<file path="src/rtl/vlc_output_arbiter.sv">
// vlc_output_arbiter: merges NUM_REQ VLC producer streams into one valid/ready
// bitstream-writer port. Per-port FIFOs absorb producer strobes; a round-robin
// scheduler grants a port and keeps it until its run ends (flush or idle).
// Optional feature macro: VLC_ARB_OVERFLOW_EN (sticky drop flag on 'overflow').
module vlc_output_arbiter #(
  parameter int unsigned NUM_REQ    = 3,
  parameter int unsigned FIFO_DEPTH = 4,
  parameter int unsigned DATA_W     = 64
) (
  input  logic                      clock,
  input  logic                      reset,
  input  logic [NUM_REQ-1:0]        req_enable,
  input  logic [NUM_REQ*DATA_W-1:0] req_val,
  input  logic [NUM_REQ*DATA_W-1:0] req_size,
  input  logic [NUM_REQ-1:0]        req_flush,
  input  logic                      out_ready,
  output logic                      output_enable,
  output logic [DATA_W-1:0]         val,
  output logic [DATA_W-1:0]         size_of_bit,
  output logic                      flush_bit,
  output logic [1:0]                grant_id,
  output logic [NUM_REQ-1:0]        fifo_full,
  output logic                      overflow
);

  localparam int unsigned AW = $clog2(FIFO_DEPTH);
  localparam logic [AW:0] DEPTH_C = (AW+1)'(FIFO_DEPTH);

  typedef enum logic {IDLE, LOCK} state_e;

  state_e            state_q, state_d;
  logic [1:0]        lock_q, lock_d;
  logic [1:0]        rr_q, rr_d;
  logic [1:0]        sel;
  logic              sel_valid;
  logic              can_load;
  logic              found;
  int unsigned       idx;
  logic [1:0]        cand;

  logic [NUM_REQ-1:0] empty;
  logic [NUM_REQ-1:0] push;
  logic [NUM_REQ-1:0] pop;
  logic [DATA_W-1:0]  hval  [NUM_REQ];
  logic [DATA_W-1:0]  hsize [NUM_REQ];
  logic               hflush[NUM_REQ];

  logic              oe_q;
  logic [DATA_W-1:0] val_q, size_q;
  logic              flush_q;
  logic [1:0]        grant_q;

  function automatic logic [1:0] rr_next(input logic [1:0] p);
    return (32'(p) == NUM_REQ - 1) ? 2'd0 : p + 2'd1;
  endfunction

  assign can_load = !oe_q || out_ready;

  for (genvar p = 0; p < NUM_REQ; p++) begin : g_fifo
    logic [DATA_W-1:0] mval_q  [FIFO_DEPTH];
    logic [DATA_W-1:0] msize_q [FIFO_DEPTH];
    logic              mflush_q[FIFO_DEPTH];
    logic [AW-1:0]     wptr_q, rptr_q;
    logic [AW:0]       cnt_q;

    assign fifo_full[p] = (cnt_q == DEPTH_C);
    assign empty[p]     = (cnt_q == '0);
    // a full FIFO still accepts when its head leaves in the same cycle
    assign push[p]      = req_enable[p] && (!fifo_full[p] || pop[p]);
    assign hval[p]      = mval_q[rptr_q];
    assign hsize[p]     = msize_q[rptr_q];
    assign hflush[p]    = mflush_q[rptr_q];

    // entry storage; validity is tracked by the pointers, so no reset needed
    always_ff @(posedge clock) begin
      if (push[p]) begin
        mval_q[wptr_q]   <= req_val[p*DATA_W +: DATA_W];
        msize_q[wptr_q]  <= req_size[p*DATA_W +: DATA_W];
        mflush_q[wptr_q] <= req_flush[p];
      end
    end

    // pointers and occupancy count
    always_ff @(posedge clock or posedge reset) begin
      if (reset) begin
        wptr_q <= '0;
        rptr_q <= '0;
        cnt_q  <= '0;
      end else begin
        if (push[p]) wptr_q <= wptr_q + 1'b1;
        if (pop[p])  rptr_q <= rptr_q + 1'b1;
        cnt_q <= cnt_q + (AW+1)'(push[p]) - (AW+1)'(pop[p]);
      end
    end
  end

  // FSM state register
  always_ff @(posedge clock or posedge reset) begin
    if (reset) begin
      state_q <= IDLE;
      lock_q  <= '0;
      rr_q    <= '0;
    end else begin
      state_q <= state_d;
      lock_q  <= lock_d;
      rr_q    <= rr_d;
    end
  end

  // FSM next state: round-robin pick in IDLE, run ownership in LOCK
  always_comb begin
    state_d   = state_q;
    lock_d    = lock_q;
    rr_d      = rr_q;
    sel       = lock_q;
    sel_valid = 1'b0;
    found     = 1'b0;
    idx       = 0;
    cand      = '0;
    case (state_q)
      IDLE: begin
        if (can_load) begin
          for (int unsigned i = 0; i < NUM_REQ; i++) begin
            idx = 32'(rr_q) + i;
            if (idx >= NUM_REQ) idx = idx - NUM_REQ;
            cand = 2'(idx);
            if (!found && !empty[cand]) begin
              found = 1'b1;
              sel   = cand;
            end
          end
          sel_valid = found;
          if (found) begin
            if (hflush[sel]) begin
              rr_d = rr_next(sel);
            end else begin
              state_d = LOCK;
              lock_d  = sel;
            end
          end
        end
      end
      LOCK: begin
        if (empty[lock_q]) begin
          // release only when the producer has gone quiet; otherwise wait
          if (!req_enable[lock_q]) begin
            state_d = IDLE;
            rr_d    = rr_next(lock_q);
          end
        end else if (can_load) begin
          sel_valid = 1'b1;
          if (hflush[lock_q]) begin
            state_d = IDLE;
            rr_d    = rr_next(lock_q);
          end
        end
      end
      default: state_d = IDLE;
    endcase
  end

  // FSM outputs: pop strobe for the selected FIFO
  always_comb begin
    pop = '0;
    if (sel_valid) pop[sel] = 1'b1;
  end

  // output register: load on pop, hold under backpressure, clear when drained
  always_ff @(posedge clock or posedge reset) begin
    if (reset) begin
      oe_q    <= 1'b0;
      val_q   <= '0;
      size_q  <= '0;
      flush_q <= 1'b0;
      grant_q <= '0;
    end else if (sel_valid) begin
      oe_q    <= 1'b1;
      val_q   <= hval[sel];
      size_q  <= hsize[sel];
      flush_q <= hflush[sel];
      grant_q <= sel;
    end else if (can_load) begin
      oe_q    <= 1'b0;
      val_q   <= '0;
      size_q  <= '0;
      flush_q <= 1'b0;
      grant_q <= '0;
    end
  end

  assign output_enable = oe_q;
  assign val           = val_q;
  assign size_of_bit   = size_q;
  assign flush_bit     = flush_q;
  assign grant_id      = grant_q;

`ifdef VLC_ARB_OVERFLOW_EN
  logic [NUM_REQ-1:0] drop;
  logic               ovf_q;

  assign drop = req_enable & fifo_full & ~pop;

  // sticky drop indicator, cleared only by reset
  always_ff @(posedge clock or posedge reset) begin
    if (reset)      ovf_q <= 1'b0;
    else if (|drop) ovf_q <= 1'b1;
  end

  assign overflow = ovf_q;
`else
  assign overflow = 1'b0;
`endif

endmodule

</file>
<file path="config.mk">
export PLATFORM = sky130hd
export DESIGN_NAME = vlc_output_arbiter
export DESIGN_NICKNAME = d
export VERILOG_FILES = /design/src/rtl/vlc_output_arbiter.sv
export SDC_FILE = /design/constraint.sdc
export NUM_CORES = 1
export LEC_CHECK = 0
export ABC_CLOCK_PERIOD_IN_PS = 11120
export CORE_ASPECT_RATIO = 1.5
export CORE_MARGIN = 8
export CORE_UTILIZATION = 45
export DETAILED_ROUTE_END_ITERATION = 7
export GPL_ROUTABILITY_DRIVEN = 1
export PLACE_DENSITY_LB_ADDON = 0.2
export SETUP_SLACK_MARGIN = 0.5
export SYNTH_ARGS = -nofsm -noshare
export SYNTH_HDL_FRONTEND = slang
export SYNTH_SLANG_ARGS = --single-unit
</file>
<file path="constraint.sdc">
create_clock -name clock -period 11.12 [get_ports clock]
set_input_delay 2.224 -clock clock [delete_from_list [all_inputs] [get_ports clock]]
set_output_delay 2.224 -clock clock [all_outputs]
set_load 0.02 [all_outputs]
</file>
# --- Word level (Yosys, flattened, before mapping) ---
# Memory sizes are Yosys's and may differ from the RTL's.
# Cells that the tools add are included.
totals:
  mem_bits_rw: 1548
  inputBits: 393
  output_inout_bits: 136
  ff_bits: 158
  n_memories: 9
  word_cells: 186
classes:
  magnitude_cmp: 12
  eq_ne: 11
  addsub: 19
  n_mux: 89
  bitwise_logic: 5
  n_reduce_logical: 24
mem_list:
  columns: ["name", "words", "word_bits", "read_ports", "rd_clocked_by_memory_dff", "write_ports", "line", "text"]
  rows:
  - ["g_fifo[0].msize_q", 4, 64, 1, 0, 1, "61", "logic [DATA_W-1:0] msize_q [FIFO_DEPTH];"]
  - ["g_fifo[0].mval_q", 4, 64, 1, 0, 1, "60", "logic [DATA_W-1:0] mval_q [FIFO_DEPTH];"]
  - ["g_fifo[1].msize_q", 4, 64, 1, 0, 1, "61", null]
  - ["g_fifo[1].mval_q", 4, 64, 1, 0, 1, "60", null]
  - ["g_fifo[2].msize_q", 4, 64, 1, 0, 1, "61", null]
  - ["g_fifo[2].mval_q", 4, 64, 1, 0, 1, "60", null]
  - ["3 more memories", null, null, null, null, null, null, null]
op_table:
  columns: ["op", "n"]
  rows:
  - ["$mux 64", 7]
  - ["$bmux 64 s2", 2]
  - ["$mux 2", 27]
  - ["$mux 1", 40]
  - ["$add 2x1->2 const B", 8]
  - ["$bmux 1 s2", 8]
  - ["$lt 2x3->1 const B", 5]
  - ["$add 3x1->3", 3]
  - ["$eq 3x3->1 const B", 3]
  - ["$ge 3x3->1 const B", 3]
  - ["$logic_not 3->1", 3]
  - ["$not 2->3", 3]
  - ["$sub 3x1->3", 3]
  - ["$logic_not 1->1", 8]
  - ["$ge 3x2->1 const B", 2]
  - ["$logic_and 1x1->1", 6]
  - ["$ne 2x2->1 const B", 3]
  - ["$ne 3x1->1 const B", 2]
  - ["$reduce_and 6->1", 1]
  - ["$sub 2x2->2 const B", 3]
  - ["$eq 2x2->1 const B", 2]
  - ["$logic_or 1x1->1", 4]
  - ["$pmux 1 s2", 2]
  - ["$pmux 2 s2", 1]
  - ["other kinds (10)", 11]

# --- Logic depth before layout (Yosys ltp) ---
logic_depth:
  word_depth: 30
  ltp_mapped: 18
  depth_no_buf: 15

# --- Worst setup path before layout ---
# OpenSTA, ideal clock, no wires.
synth_path:
  path_kind: "input to register"
  start: "input port out_ready"
  end: "memory g_fifo[2].mflush_q[0] (enable)"
  setup_slack_ns: -2.300
  required_ns: 10.318
  path_buffers: 0
  arrival_time_ns: 12.618
  setup_ns: 0.802
  cell_stages: 6
  path_cell_list: "nand2b_1 nand2b_1 o31a_1 and3b_1 a21oi_1 nor3b_1"
synth_between:
  elab_chain_len: 12
  word_cells_on_any_way: 17
  cone_classes: "2 x order compare; 11 x mux; 4 x reduce/logical"
synth_lines:
  columns: ["item", "line", "text"]
  rows:
  - ["from (decl)", "16", "input logic out_ready,"]
  - ["$logic_or 1x1->1 (*)", "57", "assign can_load = !oe_q || out_ready;"]
  - ["$mux 2", "122", "if (can_load) begin"]
  - ["$mux 2", "120", "case (state_q)"]
  - ["$lt 2x3->1 (not written as such) or $ge 2x1->1 (tied branches)", "165", "if (sel_valid) pop[sel] = 1'b1;"]
  - ["$logic_and 1x1->1 (not written as such)", "165", null]
  - ["$mux 1 (not written as such)", "165", null]
  - ["$demux 1 s2", "165", null]
  - ["$mux 3 (*)", "165", null]
  - ["$logic_or 1x1->1 (*)", "69", "assign push[p] = req_enable[p] && (!fifo_full[p] || pop[p]);"]
  - ["$logic_and 1x1->1 (*)", "69", null]
  - ["$mux 1 (*)", "76", "if (push[p]) begin"]
  - ["$mux 1 (not written as such) (*)", "79", "mflush_q[wptr_q] <= req_flush[p];"]
  - ["to (decl)", "62", "logic mflush_q[FIFO_DEPTH];"]
# Mark *: on every way between the ends. The rest lies on a longest branch, timed or not.

# --- Final worst setup path ---
layout_path:
  start: "input port out_ready"
  end: "memory g_fifo[1].mval_q[0][7] (enable)"
layout_between:
  elab_chain_len: 12
  word_cells_on_any_way: 17
  cone_classes: "2 x order compare; 11 x mux; 4 x reduce/logical"
layout_lines:
  columns: ["item", "line", "text"]
  rows:
  - ["$logic_or 1x1->1 (*)", "57", null]
  - ["$mux 2", "122", null]
  - ["$mux 2", "120", null]
  - ["$lt 2x3->1 (not written as such) or $ge 2x1->1 (tied branches)", "165", null]
  - ["$logic_and 1x1->1 (not written as such)", "165", null]
  - ["$mux 1 (not written as such)", "165", null]
  - ["$demux 1 s2", "165", null]
  - ["$mux 3 (*)", "165", null]
  - ["$logic_or 1x1->1 (*)", "69", null]
  - ["$logic_and 1x1->1 (*)", "69", null]
  - ["$mux 1 (*)", "76", null]
  - ["$mux 1 (not written as such) (*)", "77", "mval_q[wptr_q] <= req_val[p*DATA_W +: DATA_W];"]
  - ["to (decl)", "60", null]
# Marked as above.

==> summary.md <==
| Metric | Value |
|---|---|
| Internal Dissipation | `14.62 mW` |
| Clock Tree Buf Depth | `3` |
| Clock tree sinks | `around 1.7k` |
| Overflow left after global routing | `0` |
| Number of antenna violations at the first check in global routing | `roughly 90` |
| Clock tree from TritonCTS | `done` |
| Family with the most delay on the worst path | `simple AND/OR/NAND/NOR gates` |
| Number of flops mapped to enable cells by yosys | `between 1.5k and 2k` |
| First DRT Iteration DRCs | `about 3.3k` |
| Final setup violation count | `0` |
| Worst slew margin | `0.2614` |
| Setup repair after global routing missed its margin | `false` |
| Placeable core area | `roughly 140000 sq um` |
| Number of unique standard cell types used by synthesis | `between 50 and 60` |
| CP cell instances | `clkdlybuf4s50_1, nand2b_1, nand2b_1, o31a_2, buf_4, nor3_2, a21boi_1, and3b_4, buf_4` |
| Final count of pins violating max slew | `0` |
| Global-route wire length before repair | `250.2 mm` |
| Syn Area/Cell | `around 21 sq um` |
| Critical path launch point | `out_ready` |
| Max-capacitance violation count | `0` |
| Switch Pwr | `7.019 mW` |
| Routability-driven placement congestion ratio | `~0.79` |
| Combinational share of power | `0.319` |
| Resized cells post-CTS | `0` |
| Filler Cell Count | `approximately 11k` |
| Clock-pin transition on the worst setup and hold timing paths | `roughly 0.060 ns` |
| Count of antenna-violating nets left after detailed routing | `0` |
| Vias in the first global route | `34.43k` |
| Kind of start point of the critical path | `input pin` |
| Hold_sp | `val[39]$_DFFE_PP0P_` |
| Port-buffer cells | `527` |
| Leakage dissipation | `roughly 25 nW` |
| Number of top-level pins | `around 530` |
| Worst Path Required | `around 12 ns` |
| Post-layout nets | `3983` |
| Post-route setup TNS | `0 ns` |
| Total power divided by cell area | `around 280 nW/um^2` |
| Depth of the CTS H-tree | `4` |
| Biggest cell delay along the critical path | `about 0.87 ns` |
| Commonest non-fill, non-tap cells in the layout | `1548 x sky130_fd_sc_hd__edfxtp_1, 527 x sky130_fd_sc_hd__clkdlybuf4s50_1, 387 x sky130_fd_sc_hd__mux4_2` |
| Share of power burned in registers | `0.430` |
| Slew of the pin with the lowest slew margin | `about 1.1 ns` |
| Top cells by area in the synthesized netlist | `sky130_fd_sc_hd__edfxtp_1 72%, sky130_fd_sc_hd__mux4_2 13%, sky130_fd_sc_hd__dfrtp_1 6.1%` |
| Number of instances in the placed design | `between 5k and 6k` |
| Post-layout util | `0.5419` |
| Crit Path Class | `in -> reg` |
| Cell count after synthesis | `3022` |
| Worst endpoint data arrival time | `around 6.4 ns` |
| Yosys top cell by area | `sky130_fd_sc_hd__edfxtp_1` |
| Global-route usage over all layers | `0.2202` |
| Fraction of layout cells with a size suffix above 1 | `0.1897` |
| Vertical extent of the die | `between 400 and 500 um` |
| Critical path's slowest cell | `sky130_fd_sc_hd__and3b_4` |
| Maximum net fanout on the critical path | `53` |
| Clk Tree Root Cell | `sky130_fd_sc_hd__clkbuf_16` |
| Post-DP HPWL | `around 110 mm` |
| Clock latency of the later-clocked register in the worst-skew pair | `around 0.80 ns` |
| Total die area | `about 160000 sq um` |
| Part of the cycle the worst path needs | `0.5352` |
| Finished Layout Cells | `between 5k and 6k` |
| Part of the power in the clock network | `0.251` |
| Crit. End Element | `flip-flop` |
| CTS Hold Buffers Added | `0` |
| Die Width | `between 300 and 400 um` |
| Synthesized Nets | `roughly 3.4k` |
| Run status | `completed` |
| Min cycle time layout | `between 5 and 6 ns` |
| Register area share after synthesis | `0.7791` |
| Clock Skews | `approximately 0.027 ns` |
| Total number of yosys warnings | `0` |
| Top-area cell type share of the netlist area | `0.7180` |
| Post-detailed-routing wire length | `173.7 mm` |
| Predominant post-synthesis flop cell | `sky130_fd_sc_hd__edfxtp_1` |
| Pin count of the biggest net entering global routing | `132` |
| Number of core rows | `170` |
| Number of search-and-repair iterations in the first detailed-routing pass | `6` |
| Routed via count | `33.16k` |
| Post-DR vias/cell | `5.881` |
| Switching Share | `0.3244` |
| Netlist area before placement | `~65000 sq um` |
| Layout area overhead | `19.65%` |
| Synth async-reset ratio | `0.09261` |
| Final Hold Violating Endpoints | `0` |
| Peak Freq | `~170 MHz` |
| Effective utilization at floorplan | `0.4529` |
| Reg2Reg Launch Point | `rr_q[1]$_DFFE_PP0P_` |
| Residual DRC | `0` |
| Worst VDD drop | `about 0.33 mV` |
| Most common cell after layout, fill and taps aside | `sky130_fd_sc_hd__edfxtp_1` |
| Post CTS Setup Buffer Count | `0` |
| Number of storage elements in the synthesis netlist | `approximately 1.7k` |
| Average routed wire per standard cell | `roughly 30 um` |
| CTS buffer count | `between 150 and 200` |
| Hold/Removal Path Class | `reg -> reg` |
| Count of buffer and inverter cells on the critical path | `3` |
==> state kept, by name, summed over array words and instances, names as in the netlist, 2 cells and up <==
signal and flops:
g_fifo.msize_q 768, g_fifo.mval_q 768, size_of_bit 64, val 64, g_fifo.mflush_q 12, g_fifo.cnt_q 9, g_fifo.rptr_q 6, g_fifo.wptr_q 6
grant_id 2, lock_q 2, rr_q 2
==> cells by family (layout without fill, tap and decap cells) <==
group,count (synthesis),count (layout),share of synthesized area
buffers and inverters,226,909,0.01486
adders and majority gates,23,23,0.004793
other,1,42,0.00005792
xor gates and xnor gates,12,12,0.001623
muxes,393,393,0.1356
and+or+nand+nor,221,221,0.01826
DFF,1706,1706,0.7791
AOI/OAI and AO/OA,440,440,0.04573
==> worst reg2reg max path, stage by stage, from the launching register on <==
cell and delay (ns):
sky130_fd_sc_hd__dfrtp_1 0.39, sky130_fd_sc_hd__inv_1 0.08, sky130_fd_sc_hd__ha_1 0.46, sky130_fd_sc_hd__nor2_1 0.15
sky130_fd_sc_hd__a21boi_1 0.17, sky130_fd_sc_hd__o41ai_1 0.77, sky130_fd_sc_hd__nand2_4 0.63, sky130_fd_sc_hd__nand2_1 0.39
sky130_fd_sc_hd__a21oi_1 0.23, sky130_fd_sc_hd__nor3b_2 0.56, sky130_fd_sc_hd__buf_4 0.70, sky130_fd_sc_hd__buf_4 0.66
==> worst paths after layout <==
path                       slack (ns)                                  to  depth (start not counted)
max                              5.17    g_fifo[1].mval_q[0][7]$_DFFE_PP_                          9
min reg2reg                      0.51                 val[39]$_DFFE_PP0P_                          1
max reg2reg                      5.55  g_fifo[2].msize_q[2][28]$_DFFE_PP_                         11
min in group asynchronous        1.93         size_of_bit[44]$_DFFE_PP0P_                          2
min                              0.51                 val[39]$_DFFE_PP0P_                          1
max in group asynchronous        7.79     g_fifo[0].rptr_q[1]$_DFFE_PP0P_                          3
==> cell usage after synthesis (all sizes together), types with 2 or more instances <==
cell and n:
a2111oi 2, a21boi 4, a21oi 135, a221o 129, a31oi 5, and3 4, and3b 9, buf 35
clkbuf 163, dfrtp 158, edfxtp 1548, fa 3, ha 20, inv 27, mux2 2, mux2i 4
mux4 387, nand2 15, nand2b 4, nand3 134, nand4 5, nor2 16, nor2b 4, nor3 8
nor3b 5, nor4 5, o211ai 7, o21ai 137, o311ai 5, o31a 2, o31ai 6, or3 8
xnor2 8, xor2 4
==> power groups by stage <==
stage / combinational, mW / clock, mW / sequential [mW]
after detailed placement: 7.05 / 0 / 9.46
after floorplan: 4.43 / 0 / 9.50
final: 6.89 / 5.43 / 9.31
after CTS: 7.06 / 5.55 / 9.34
after global routing: 7.40 / 5.78 / 9.45
after global placement: 6.99 / 0 / 9.42
==> final cells by class <==
type | instances | area [sq um] | area share
clock buffers | 226 | 4423 | 0.05710
multi-input cells | 1090 | 13430 | 0.1733
inverters | 28 | 112.6 | 0.001454
diodes | 41 | 102.6 | 0.001324
clock inverters | 75 | 820.8 | 0.01060
flip-flops and latches | 1706 | 50460 | 0.6514
repair buffers | 580 | 5748 | 0.07420
well taps | 1892 | 2367 | 0.03056
==> per-stage QoR <==
step / power, mW / setup WS (ns) / hold slack, ns / cell area, sq um
2_1_floorplan: 13.93 / -2.300 / 0.5123 / 64740
3_3_place_gp: 16.40 / 4.362 / 0.4970 / 72120
3_5_place_dp: 16.51 / 4.295 / 0.4993 / 72120
4_1_cts: 21.96 / 5.163 / 0.5161 / 77360
5_1_grt: 22.62 / 4.977 / 0.5387 / 77370
6_report: 21.64 / 5.169 / 0.5106 / 77460
==> per-layer routing <==
layer  up-vias  share of wire  GRT usage
met5         -         0.0026          0
met4        72          0.018    0.04876
met3       251           0.10    0.08289
met2      1318           0.47     0.3427
met1     17621           0.41     0.2976
li1      13895              -          -
No activity file was read; power rests on OpenSTA's default activity.
